<file path="config.mk">
export PLATFORM = sky130hd
export DESIGN_NAME = proc_debug_controller
export DESIGN_NICKNAME = d
export VERILOG_FILES = /design/src/rtl/proc_debug_pkg.sv /design/src/rtl/proc_debug_ram_mux.sv /design/src/rtl/proc_debug_controller.sv
export SDC_FILE = /design/constraint.sdc
export NUM_CORES = 1
export LEC_CHECK = 0
export CAP_MARGIN = 30
export CORE_MARGIN = 1.5
export CORE_UTILIZATION = 27
export CTS_BUF_LIST = sky130_fd_sc_hd__clkbuf_4 sky130_fd_sc_hd__clkbuf_8
export DETAILED_ROUTE_END_ITERATION = 8
export HOLD_SLACK_MARGIN = 0.08
export SLEW_MARGIN = 40
export SYNTH_ARGS = -nofsm -noshare
export SYNTH_HDL_FRONTEND = slang
export SYNTH_SLANG_ARGS = --single-unit
</file>
<file path="constraint.sdc">
create_clock -name clock -period 2.4 [get_ports clock]
set_clock_uncertainty 0.15 [all_clocks]
set_input_delay 0.48 -clock clock [delete_from_list [all_inputs] [get_ports clock]]
set_output_delay 0.48 -clock clock [all_outputs]
set_load 0.01 [all_outputs]
</file>
<file path="src/rtl/proc_debug_pkg.sv">
// Shared types and constants for the processor debug controller.
package proc_debug_pkg;

  typedef enum logic [2:0] {
    RESET_CPU = 3'd0,
    CONTINUE  = 3'd1,
    READ_MEM  = 3'd2,
    WRITE_MEM = 3'd3,
    READ_REG  = 3'd4
  } cmd_op_t;

  typedef enum logic [3:0] {
    RST_HOLD,
    RUN,
    HALTED,
    MEM_RD,
    MEM_CAP,
    MEM_WR,
    REG_RD,
    REG_CAP,
    CONT,
    RSP
  } ctrl_state_t;

  // Debug register indices 0-7 are r0..r7, 8 is the instruction pointer.
  localparam logic [3:0] REG_IP_INDEX = 4'd8;

  function automatic logic reg_index_valid(input logic [3:0] idx);
    return idx <= REG_IP_INDEX;
  endfunction

endpackage

</file>
<file path="src/rtl/proc_debug_ram_mux.sv">
// Data-RAM port select between the processor core and the debug controller.
module proc_debug_ram_mux #(
  parameter int unsigned ADDR_SIZE = 18,
  parameter int unsigned WORD_SIZE = 18
) (
  input  logic                 sel_ctrl_i,
  input  logic                 cpu_we_en_i,
  input  logic                 cpu_we_i,
  input  logic [ADDR_SIZE-1:0] cpu_addr_i,
  input  logic [WORD_SIZE-1:0] cpu_din_i,
  input  logic                 ctrl_we_i,
  input  logic [ADDR_SIZE-1:0] ctrl_addr_i,
  input  logic [WORD_SIZE-1:0] ctrl_din_i,
  output logic                 ram_we_o,
  output logic [ADDR_SIZE-1:0] ram_addr_o,
  output logic [WORD_SIZE-1:0] ram_din_o
);

  always_comb begin
    if (sel_ctrl_i) begin
      ram_we_o   = ctrl_we_i;
      ram_addr_o = ctrl_addr_i;
      ram_din_o  = ctrl_din_i;
    end else begin
      // A core held in reset must never write memory.
      ram_we_o   = cpu_we_i & cpu_we_en_i;
      ram_addr_o = cpu_addr_i;
      ram_din_o  = cpu_din_i;
    end
  end

endmodule

</file>
<file path="src/rtl/proc_debug_controller.sv">
// Host-side reset/halt/continue sequencer and memory/register debug access for the 18-bit core.
// Optional: define DEBUG_REG_READ_EN to add the dbg_* register read port.
module proc_debug_controller
  import proc_debug_pkg::*;
#(
  parameter int unsigned ADDR_SIZE    = 18,
  parameter int unsigned WORD_SIZE    = 18,
  parameter int unsigned RESET_CYCLES = 2
) (
  input  logic                 clock,
  input  logic                 reset,
  input  logic                 host_cmd_valid,
  output logic                 host_cmd_ready,
  input  logic [2:0]           host_cmd_op,
  input  logic [ADDR_SIZE-1:0] host_cmd_addr,
  input  logic [WORD_SIZE-1:0] host_cmd_data,
  output logic                 host_rsp_valid,
  input  logic                 host_rsp_ready,
  output logic [WORD_SIZE-1:0] host_rsp_data,
  output logic                 host_rsp_err,
  output logic                 host_halted,
  output logic                 cpu_reset,
  input  logic                 cpu_wait_for_continue,
  output logic                 cpu_continue,
  input  logic                 cpu_mem_we,
  input  logic [ADDR_SIZE-1:0] cpu_mem_addr,
  input  logic [WORD_SIZE-1:0] cpu_mem_din,
  output logic [WORD_SIZE-1:0] cpu_mem_dout,
  output logic                 ram_we,
  output logic [ADDR_SIZE-1:0] ram_addr,
  output logic [WORD_SIZE-1:0] ram_din,
  input  logic [WORD_SIZE-1:0] ram_dout
`ifdef DEBUG_REG_READ_EN
  ,
  output logic                 dbg_get_param,
  output logic [3:0]           dbg_reg_addr,
  input  logic [WORD_SIZE-1:0] dbg_data_out
`endif
);

  localparam int unsigned CntW = (RESET_CYCLES > 1) ? $clog2(RESET_CYCLES) : 1;
  localparam logic [CntW-1:0] HoldLast = CntW'(RESET_CYCLES - 1);

  ctrl_state_t            state_q, state_d;
  ctrl_state_t            ret_q, ret_d;
  logic [CntW-1:0]        hold_q, hold_d;
  logic [ADDR_SIZE-1:0]   addr_q, addr_d;
  logic [WORD_SIZE-1:0]   wdata_q, wdata_d;
  logic [WORD_SIZE-1:0]   rsp_data_q, rsp_data_d;
  logic                   rsp_err_q, rsp_err_d;

  logic cmd_fire;
  logic sel_ctrl;
  logic ctrl_we;
  logic cpu_we_en;

  assign host_cmd_ready = (state_q == RUN) || (state_q == HALTED);
  assign cmd_fire       = host_cmd_valid && host_cmd_ready;
  assign host_rsp_data  = rsp_data_q;
  assign host_rsp_err   = rsp_err_q;
  assign cpu_mem_dout   = ram_dout;
  assign cpu_we_en      = (state_q != RST_HOLD);

  always_comb begin
    state_d        = state_q;
    ret_d          = ret_q;
    hold_d         = hold_q;
    addr_d         = addr_q;
    wdata_d        = wdata_q;
    rsp_data_d     = rsp_data_q;
    rsp_err_d      = rsp_err_q;
    host_rsp_valid = 1'b0;
    host_halted    = 1'b0;
    cpu_reset      = 1'b0;
    cpu_continue   = 1'b0;
    ctrl_we        = 1'b0;
    sel_ctrl       = 1'b1;

    unique case (state_q)
      RST_HOLD: begin
        sel_ctrl  = 1'b0;
        cpu_reset = 1'b1;
        if (hold_q == HoldLast) begin
          hold_d  = '0;
          state_d = RUN;
        end else begin
          hold_d = hold_q + 1'b1;
        end
      end
      RUN: begin
        sel_ctrl = 1'b0;
        if (cmd_fire) begin
          if (cmd_op_t'(host_cmd_op) == RESET_CPU) begin
            hold_d  = '0;
            state_d = RST_HOLD;
          end else begin
            rsp_data_d = '0;
            rsp_err_d  = 1'b1;
            ret_d      = RUN;
            state_d    = RSP;
          end
        end else if (cpu_wait_for_continue) begin
          state_d = HALTED;
        end
      end
      HALTED: begin
        host_halted = 1'b1;
        if (cmd_fire) begin
          ret_d      = HALTED;
          rsp_data_d = '0;
          rsp_err_d  = 1'b0;
          addr_d     = host_cmd_addr;
          wdata_d    = host_cmd_data;
          unique case (cmd_op_t'(host_cmd_op))
            RESET_CPU: begin
              hold_d  = '0;
              state_d = RST_HOLD;
            end
            CONTINUE:  state_d = CONT;
            READ_MEM:  state_d = MEM_RD;
            WRITE_MEM: state_d = MEM_WR;
            READ_REG: begin
`ifdef DEBUG_REG_READ_EN
              if (reg_index_valid(host_cmd_addr[3:0])) begin
                state_d = REG_RD;
              end else begin
                rsp_err_d = 1'b1;
                state_d   = RSP;
              end
`else
              rsp_err_d = 1'b1;
              state_d   = RSP;
`endif
            end
            default: begin
              rsp_err_d = 1'b1;
              state_d   = RSP;
            end
          endcase
        end
      end
      MEM_RD: begin
        host_halted = 1'b1;
        state_d     = MEM_CAP;
      end
      MEM_CAP: begin
        // Address held across both cycles, so registered and combinational RAMs both fit.
        host_halted = 1'b1;
        rsp_data_d  = ram_dout;
        state_d     = RSP;
      end
      MEM_WR: begin
        host_halted = 1'b1;
        ctrl_we     = 1'b1;
        rsp_data_d  = wdata_q;
        state_d     = RSP;
      end
      REG_RD: begin
        host_halted = 1'b1;
        state_d     = REG_CAP;
      end
      REG_CAP: begin
        host_halted = 1'b1;
`ifdef DEBUG_REG_READ_EN
        rsp_data_d  = dbg_data_out;
`else
        rsp_err_d   = 1'b1;
`endif
        state_d     = RSP;
      end
      CONT: begin
        sel_ctrl     = 1'b0;
        cpu_continue = 1'b1;
        if (!cpu_wait_for_continue) begin
          rsp_data_d = '0;
          rsp_err_d  = 1'b0;
          ret_d      = RUN;
          state_d    = RSP;
        end
      end
      RSP: begin
        // A running core keeps its memory port while the host drains an error response.
        sel_ctrl       = (ret_q == HALTED);
        host_halted    = (ret_q == HALTED);
        host_rsp_valid = 1'b1;
        if (host_rsp_ready) begin
          state_d = ret_q;
        end
      end
      default: state_d = RST_HOLD;
    endcase
  end

`ifdef DEBUG_REG_READ_EN
  assign dbg_get_param = (state_q == REG_RD);
  assign dbg_reg_addr  = ((state_q == REG_RD) || (state_q == REG_CAP)) ? addr_q[3:0] : 4'd0;
`endif

  always_ff @(posedge clock or negedge reset) begin
    if (!reset) begin
      state_q    <= RST_HOLD;
      ret_q      <= RUN;
      hold_q     <= '0;
      addr_q     <= '0;
      wdata_q    <= '0;
      rsp_data_q <= '0;
      rsp_err_q  <= 1'b0;
    end else begin
      state_q    <= state_d;
      ret_q      <= ret_d;
      hold_q     <= hold_d;
      addr_q     <= addr_d;
      wdata_q    <= wdata_d;
      rsp_data_q <= rsp_data_d;
      rsp_err_q  <= rsp_err_d;
    end
  end

  proc_debug_ram_mux #(
    .ADDR_SIZE(ADDR_SIZE),
    .WORD_SIZE(WORD_SIZE)
  ) u_ram_mux (
    .sel_ctrl_i  (sel_ctrl),
    .cpu_we_en_i (cpu_we_en),
    .cpu_we_i    (cpu_mem_we),
    .cpu_addr_i  (cpu_mem_addr),
    .cpu_din_i   (cpu_mem_din),
    .ctrl_we_i   (ctrl_we),
    .ctrl_addr_i (addr_q),
    .ctrl_din_i  (wdata_q),
    .ram_we_o    (ram_we),
    .ram_addr_o  (ram_addr),
    .ram_din_o   (ram_din)
  );

endmodule

</file>
==> results of run 1 <==
-- cells by family (layout without fill, tap and decap cells) --
| group | count (synthesis) | after routing | synth area share |
|---|---|---|---|
| mux | 73 | 73 | 0.244 |
| compound gates | 67 | 67 | 0.131 |
| flops | 62 | 62 | 0.425 |
| buf+inv | 62 | 261 | 0.107 |
| simple gates | 48 | 48 | 0.0911 |
| xor+xnor | 1 | 1 | 0.00240 |
-- sequential cells by signal, summed over array words and instances (netlist names) --
signal and flops:
state_q 4, ret_q 2, addr_q 18, host_rsp_err 1, host_rsp_data 18, wdata_q 18, hold_q 1
-- worst paths after layout --
kind,start,end,slack (ns),cells after the start
worst min register to register,hold_q,hold_q,0.36,1
worst max register to register,state_q[1],host_rsp_err,0.13,8
worst min-delay path,hold_q,hold_q,0.36,1
min in group asynchronous,reset,hold_q,0.46,2
worst max-delay path,state_q[0],ram_din[6],-0.19,7
max in group asynchronous,reset,ret_q[0],1.08,3
-- cell type report --
class	count	share of cell area
clock inverter	7	0.0157
multi-input combinational	189	0.302
clock buffer	9	0.0199
inverter	24	0.0145
timing repair buffer	221	0.364
tap	176	0.0354
sequential	62	0.249
-- through the flow --
stage	setup TNS, ns	setup slack [ns]	hold WS, ns	utilization
after global placement	-1.66	-0.0696	0.283	0.428
after detailed placement	-2.90	-0.108	0.288	0.428
after floorplan	0	0.112	0.0344	-
after global routing	-9.37	-0.320	0.384	0.470
after CTS	-8.74	-0.284	0.362	0.474
final	-4.96	-0.195	0.356	0.470
-- cell usage after synthesis, types with 3 or more instances --
library cell  count  share of area
a21oi_1           4         0.0055
nor2_1            7         0.0072
nand3_1           6         0.0082
buf_6             9          0.028
a22oi_1          18          0.037
dfrtp_1          61           0.42
mux2_2           25          0.077
inv_1            24          0.025
buf_4            21          0.043
o21ai_0          15          0.021
o21ai_1          10          0.014
mux2_1           30          0.092
mux2_4           18          0.074
nor2b_1           3         0.0051
buf_2             8          0.011
nand2_1           6         0.0062
a22o_1            3         0.0072
or3_1             4         0.0069
nand2b_1          4         0.0069
-- power by group --
part | switching, mW | total (mW) | internal (mW) | leakage, nW
Clock | 0.443 | 1.03 | 0.587 | 0.106
Combinational | 1.75 | 4.35 | 2.60 | 1.91
Sequential | 0.303 | 1.79 | 1.49 | 0.796
Total | 2.49 | 7.17 | 4.68 | 2.81
-- per-layer routing --
metal,up-vias,routed length (µm)
li1,1504,-
met1,1549,4670
met2,135,5820
met3,21,760
met4,0,315
met5,-,0
-- repair_timing --
item | CTS | global route
endpoints found under the setup margin | 42 | 39
hold buffers | 1 | 0
gates resized for setup | 252 | 7
gates cloned | 4 | 0
hold endpoints to repair | 13 | 0
pin swaps | 4 | 4
buffers inserted | 13 | 1
-- worst max-delay path: stages, from the launching register on --
cell and delay, ns:
dfrtp_1 0.39, and4bb_2 0.25, a21boi_4 0.21, buf_6 0.13, buf_6 0.11, buf_4 0.11
mux2_4 0.29, buf_6 0.12
-- cells in the final DEF (no fill, tap or decap), drive strengths merged, types with 3 or more instances in the layout --
cell type      netlist  final
a21boi               3      3
a21oi                4      4
a221oi               3      3
a22o                 3      3
a22oi               18     18
buf                 38     85
clkbuf               0      9
clkdlybuf4s50        0    134
dfrtp               61     61
inv                 24     25
mux2                73     73
nand2                6      6
nand2b               4      4
nand3                6      6
nor2                 8      8
nor2b                3      3
nor4b                4      4
o21ai               25     25
or3                  4      4
==> reports/qor.yml, run 1 <==
status: "complete, but fails checks"
violations: "setup timing"
grt.busiest_layer: "met2"
period_share: 1.08
grt_pass1_vias: 3525
final_antenna_net_count: 0
place_area_um2: 5660
met1_usage: 0.197
die_w_um: 119
cts.htree.levels: 3
cts_buffers: 9
use_met2: 0.298
synth_area_um2: 3650
fin_area_um2: 6230
slew_violations: 0
area.sequential_um2: 1550
met3_usage: 0.0412
place_hpwl_um: 8180
remaining_drc_errors: 0
ctsLongestPathBuffers: 2
crit_required_ns: 1.77
fmax_mhz: 385
cts_root_buffer: "clkbuf_8"
holdCritPathClass: "flip-flop to flip-flop"
overflow: 0
antenna_found_initial: 0
power.total_mw: 7.17
syn_to_final_growth_pct: 70.5
dr.pass1.iters: 4
rows: 42
port_buffers: 177
power_density_nw_per_um2: 1150
fillCellCount: 1210
finalSetupViolations: 37
dp_cells: 659
crit_path_end_kind: "output port"
max_slew_margin: 0.723
path_clk_slew_ns: 0.08
clk_latency_ns: 0.34
ys_ff_latch: 62
cts_tree: "done"
syn_nets: 412
cp_data_arrival_time_ns: 1.96
min_period_ns: 2.59
die_h_um: 119
core_um2: 13200
drtIter0Drc: 200
power.leakage_nw: 2.81
grt_max_degree: 39
vdd_drop_max_v: 0.000492
hold_viol_final: 0
ys_warn_count: 0
synthCells: 313
drive_above_1_share: 0.375
grt_pass1_wl_um: 18600
synth.avg_cell_area_um2: 11.7
gp_congestion: 0.886
start_util: 0.276
yosys.cell_types.count: 50
yosysSeqAreaShare: 0.425
path_class: "flip-flop to output port"
diodes: 0
worstPathMaxFanout: 4
stdcell_count: 688
cp-start-kind: "flip-flop"
rsz0062_at_grt: "true"
wl_per_cell_um: 16.8
die-area_um2: 14200
ios: 178
maxCapViolCount: 0
vias_per_cell: 4.66
vias: 3209
wl_um: 11600
fin_ws_ns: -0.195
tightestPinTransition_ns: 0.415
cts.sinks: 62
synth_edf_count: 0
ys.flop_type: "dfrtp_1"
multi_input_area_um2: 1880
gr-usage-all-layers: 0.168
async_flop_share: 1.00
final_nets: 606
No activity file was read; power rests on OpenSTA's default activity.
==> run 2: changes to the inputs <==
--- a/config.mk
+++ b/config.mk
@@ -6,7 +6,7 @@
 export NUM_CORES = 1
 export LEC_CHECK = 0
 export CAP_MARGIN = 30
-export CORE_MARGIN = 1.5
+export CORE_MARGIN = 3
 export CORE_UTILIZATION = 27
 export CTS_BUF_LIST = sky130_fd_sc_hd__clkbuf_4 sky130_fd_sc_hd__clkbuf_8
 export DETAILED_ROUTE_END_ITERATION = 8
==> constraint.sdc (replaced) <==
create_clock -name clock -period 2.4 [get_ports clock]
set_clock_uncertainty 0.15 [all_clocks]
set_input_delay 0.48 -clock clock [delete_from_list [all_inputs] [get_ports clock]]
set_output_delay 0.48 -clock clock [all_outputs]
set_load 0.1 [all_outputs]
==> reports/qor.yml, run 2 (synthesis results as in run 1) <==
met2_wirelength_um: 5940  # +2.1%
critPathMaxStageDelay_ns: 0.43  # +0.04 ns
finalSetupViolations: 38  # +2.7%
start_util: 0.283  # +0.00673
cts_root_buffer: "clkbuf_8"
mostFrequentLayoutCells: "clkdlybuf4s50_1 (97), buf_12 (66), dfrtp_1 (61)"
cp_top_family: "buffers and inverters"
die_w_um: 122  # +2.5%
status: "complete, but fails checks"
wl_um: 11700  # +1.4%
rows: 41  # -2.4%
antenna_found_initial: 0  # unchanged
path_class: "flip-flop to output port"
gr-usage-all-layers: 0.150  # -0.0184
final_nets: 593  # -2.1%
dr.pass1.iters: 5  # +1
power.total_mw: 10.8  # +50%
grt_pass1_wl_um: 17600  # -5.3%
crit_path_end_kind: "output port"
final_antenna_net_count: 0  # unchanged
overflow: 0  # unchanged
fin_tns_setup_ns: -8.50  # -3.54 ns
vias: 3115  # -2.9%
r2r_cells: 5  # -3
clk_latency_ns: 0.34  # about the same
drtIter0Drc: 140  # -30%
power.leakage_nw: 3.03  # +7.7%
remaining_drc_errors: 0  # unchanged
crit_required_ns: 1.77  # about the same
holdPathStages: 1  # unchanged
fmax_mhz: 378  # -1.8%
cts_buffers: 9  # unchanged
wl_met3_um: 840  # +11%
worst-path-buf-inv: 3  # -1
violations: "setup timing"
hold_viol_final: 0  # unchanged
whs_endpoint: "hold_q"
cts_tree: "done"
ctsLongestPathBuffers: 2  # unchanged
final_common_cell: "clkdlybuf4s50_1"
hp-start: "hold_q"
wl_per_cell_um: 17.5  # +4.0%
period_share: 1.10  # +0.0201
port_buffers: 177  # unchanged
r2r-end: "host_rsp_err"
drive_above_1_share: 0.443  # +0.0679
die_h_um: 122  # +2.5%
critical_path.startpoint: "state_q[2]"
slowest_stage: "dfrtp_1"
cp_data_arrival_time_ns: 2.01  # +0.05 ns
path_clk_slew_ns: 0.08  # about the same
wl_met1_um: 4860  # +4.2%
holdCritPathClass: "flip-flop to flip-flop"
fillCellCount: 1125  # -7.0%
place_hpwl_um: 8860  # +8.2%
tightestPinTransition_ns: 0.719  # +0.304 ns
min_period_ns: 2.64  # +0.0481 ns
cp_common_cell: "buf_12"
rsz0062_at_grt: "true"
core_um2: 12900  # -2.4%
cts.sinks: 62  # unchanged
grt_max_degree: 35  # -10%
die-area_um2: 15000  # +5.1%
ios: 178  # unchanged
r2r_setup_slack_ns: 0.37  # +0.24 ns
diodes: 0  # unchanged
path_cells: "and4bb_4 -> a21boi_4 -> buf_12 -> clkbuf_16 -> mux2_4 -> buf_12"
grt_pass1_vias: 3262  # -7.5%
max_slew_margin: 0.521  # -0.203
highest_layer: "met4"
gp_congestion: 0.878  # -0.88%
r2r_start: "state_q[1]"
vdd_drop_max_v: 0.00102  # +110%
slew_violations: 0  # unchanged
power_density_nw_per_um2: 1610  # +40%
cts.htree.levels: 3  # unchanged
vias_per_cell: 4.64  # -0.47%
worstPathMaxFanout: 7  # +3
maxCapViolCount: 0  # unchanged
fin_ws_ns: -0.243  # -0.0481 ns
cp-start-kind: "flip-flop"
syn_to_final_growth_pct: 83.1
==> run 2: cell count changes in the layout (fill, tap and decap cells not counted), sizes merged <==
cell / change
buf: +23
clkinvlp: +1
inv: -1
clkbuf: +2
dlygate4sd2: -1
clkdlybuf4s50: -37
==> run 2: worst register-to-register path: cells and delay by family, from the launching register on <==
kind                   cells  cell delay, ns
flip-flops                 1            0.42
AND/OR/NAND/NOR            1            0.42
AO/OA/AOI/OAI              2            0.38
multiplexers               1            0.31
buffers and inverters      1            0.23
==> run 2: per-layer routing <==
layer | GRT usage | up-vias
li1 | - | 1475
met1 | 0.185 | 1508
met3 | 0.0406 | 9
met2 | 0.263 | 123
met4 | 0.0308 | 0
met5 | 0 | -
==> run 2: stage by stage <==
step | utilization | setup slack [ns] | std cells | hold slack [ns] | instance area, µm²
floorplan | - | -0.321 | 313 | 0.0344 | 3840
global placement | 0.489 | 0.0398 | 647 | 0.335 | 6320
detailed placement | 0.489 | 0.00670 | 647 | 0.330 | 6320
CTS | 0.512 | -0.257 | 669 | 0.361 | 6620
global route | 0.517 | -0.295 | 671 | 0.373 | 6690
finish | 0.517 | -0.243 | 671 | 0.357 | 6690
==> run 2: area by class of cell <==
| class | count | area (µm²) | area share |
|---|---|---|---|
| clock buffers | 9 | 124 | 0.0185 |
| clock inverters | 7 | 97.6 | 0.0146 |
| inverters | 24 | 93.8 | 0.0140 |
| well taps | 172 | 215 | 0.0322 |
| multi-input cells | 189 | 1890 | 0.283 |
| repair buffers | 208 | 2710 | 0.405 |
| flip-flops and latches | 62 | 1550 | 0.232 |
==> run 2: report_power, final <==
part	total, mW	switching [mW]	internal [mW]	leakage, nW
sequential	1.80	0.312	1.49	0.796
combinational	7.94	4.70	3.24	2.13
clock	1.03	0.446	0.588	0.106
total	10.8	5.46	5.32	3.03
==> run 2: how the worst max path moves through the flow <==
stage	end	slack, ns	cells past startpoint
4_1_cts	ram_din[13]	-0.26	6
6_report	ram_din[3]	-0.24	6
3_5_place_dp	host_rsp_err	0.007	5
2_1_floorplan	host_rsp_err	-0.32	5
5_1_grt	ram_din[3]	-0.30	6
3_3_place_gp	host_rsp_err	0.04	5
==> run 2: repair_timing <==
action                     in CTS  in global routing
hold endpoints to repair       27                  0
gates cloned                    1                  2
pin swaps                       3                  2
hold buffers                    1                  0
resized for setup               1                  5
setup buffers                   4                  2
setup endpoints to repair      38                 39
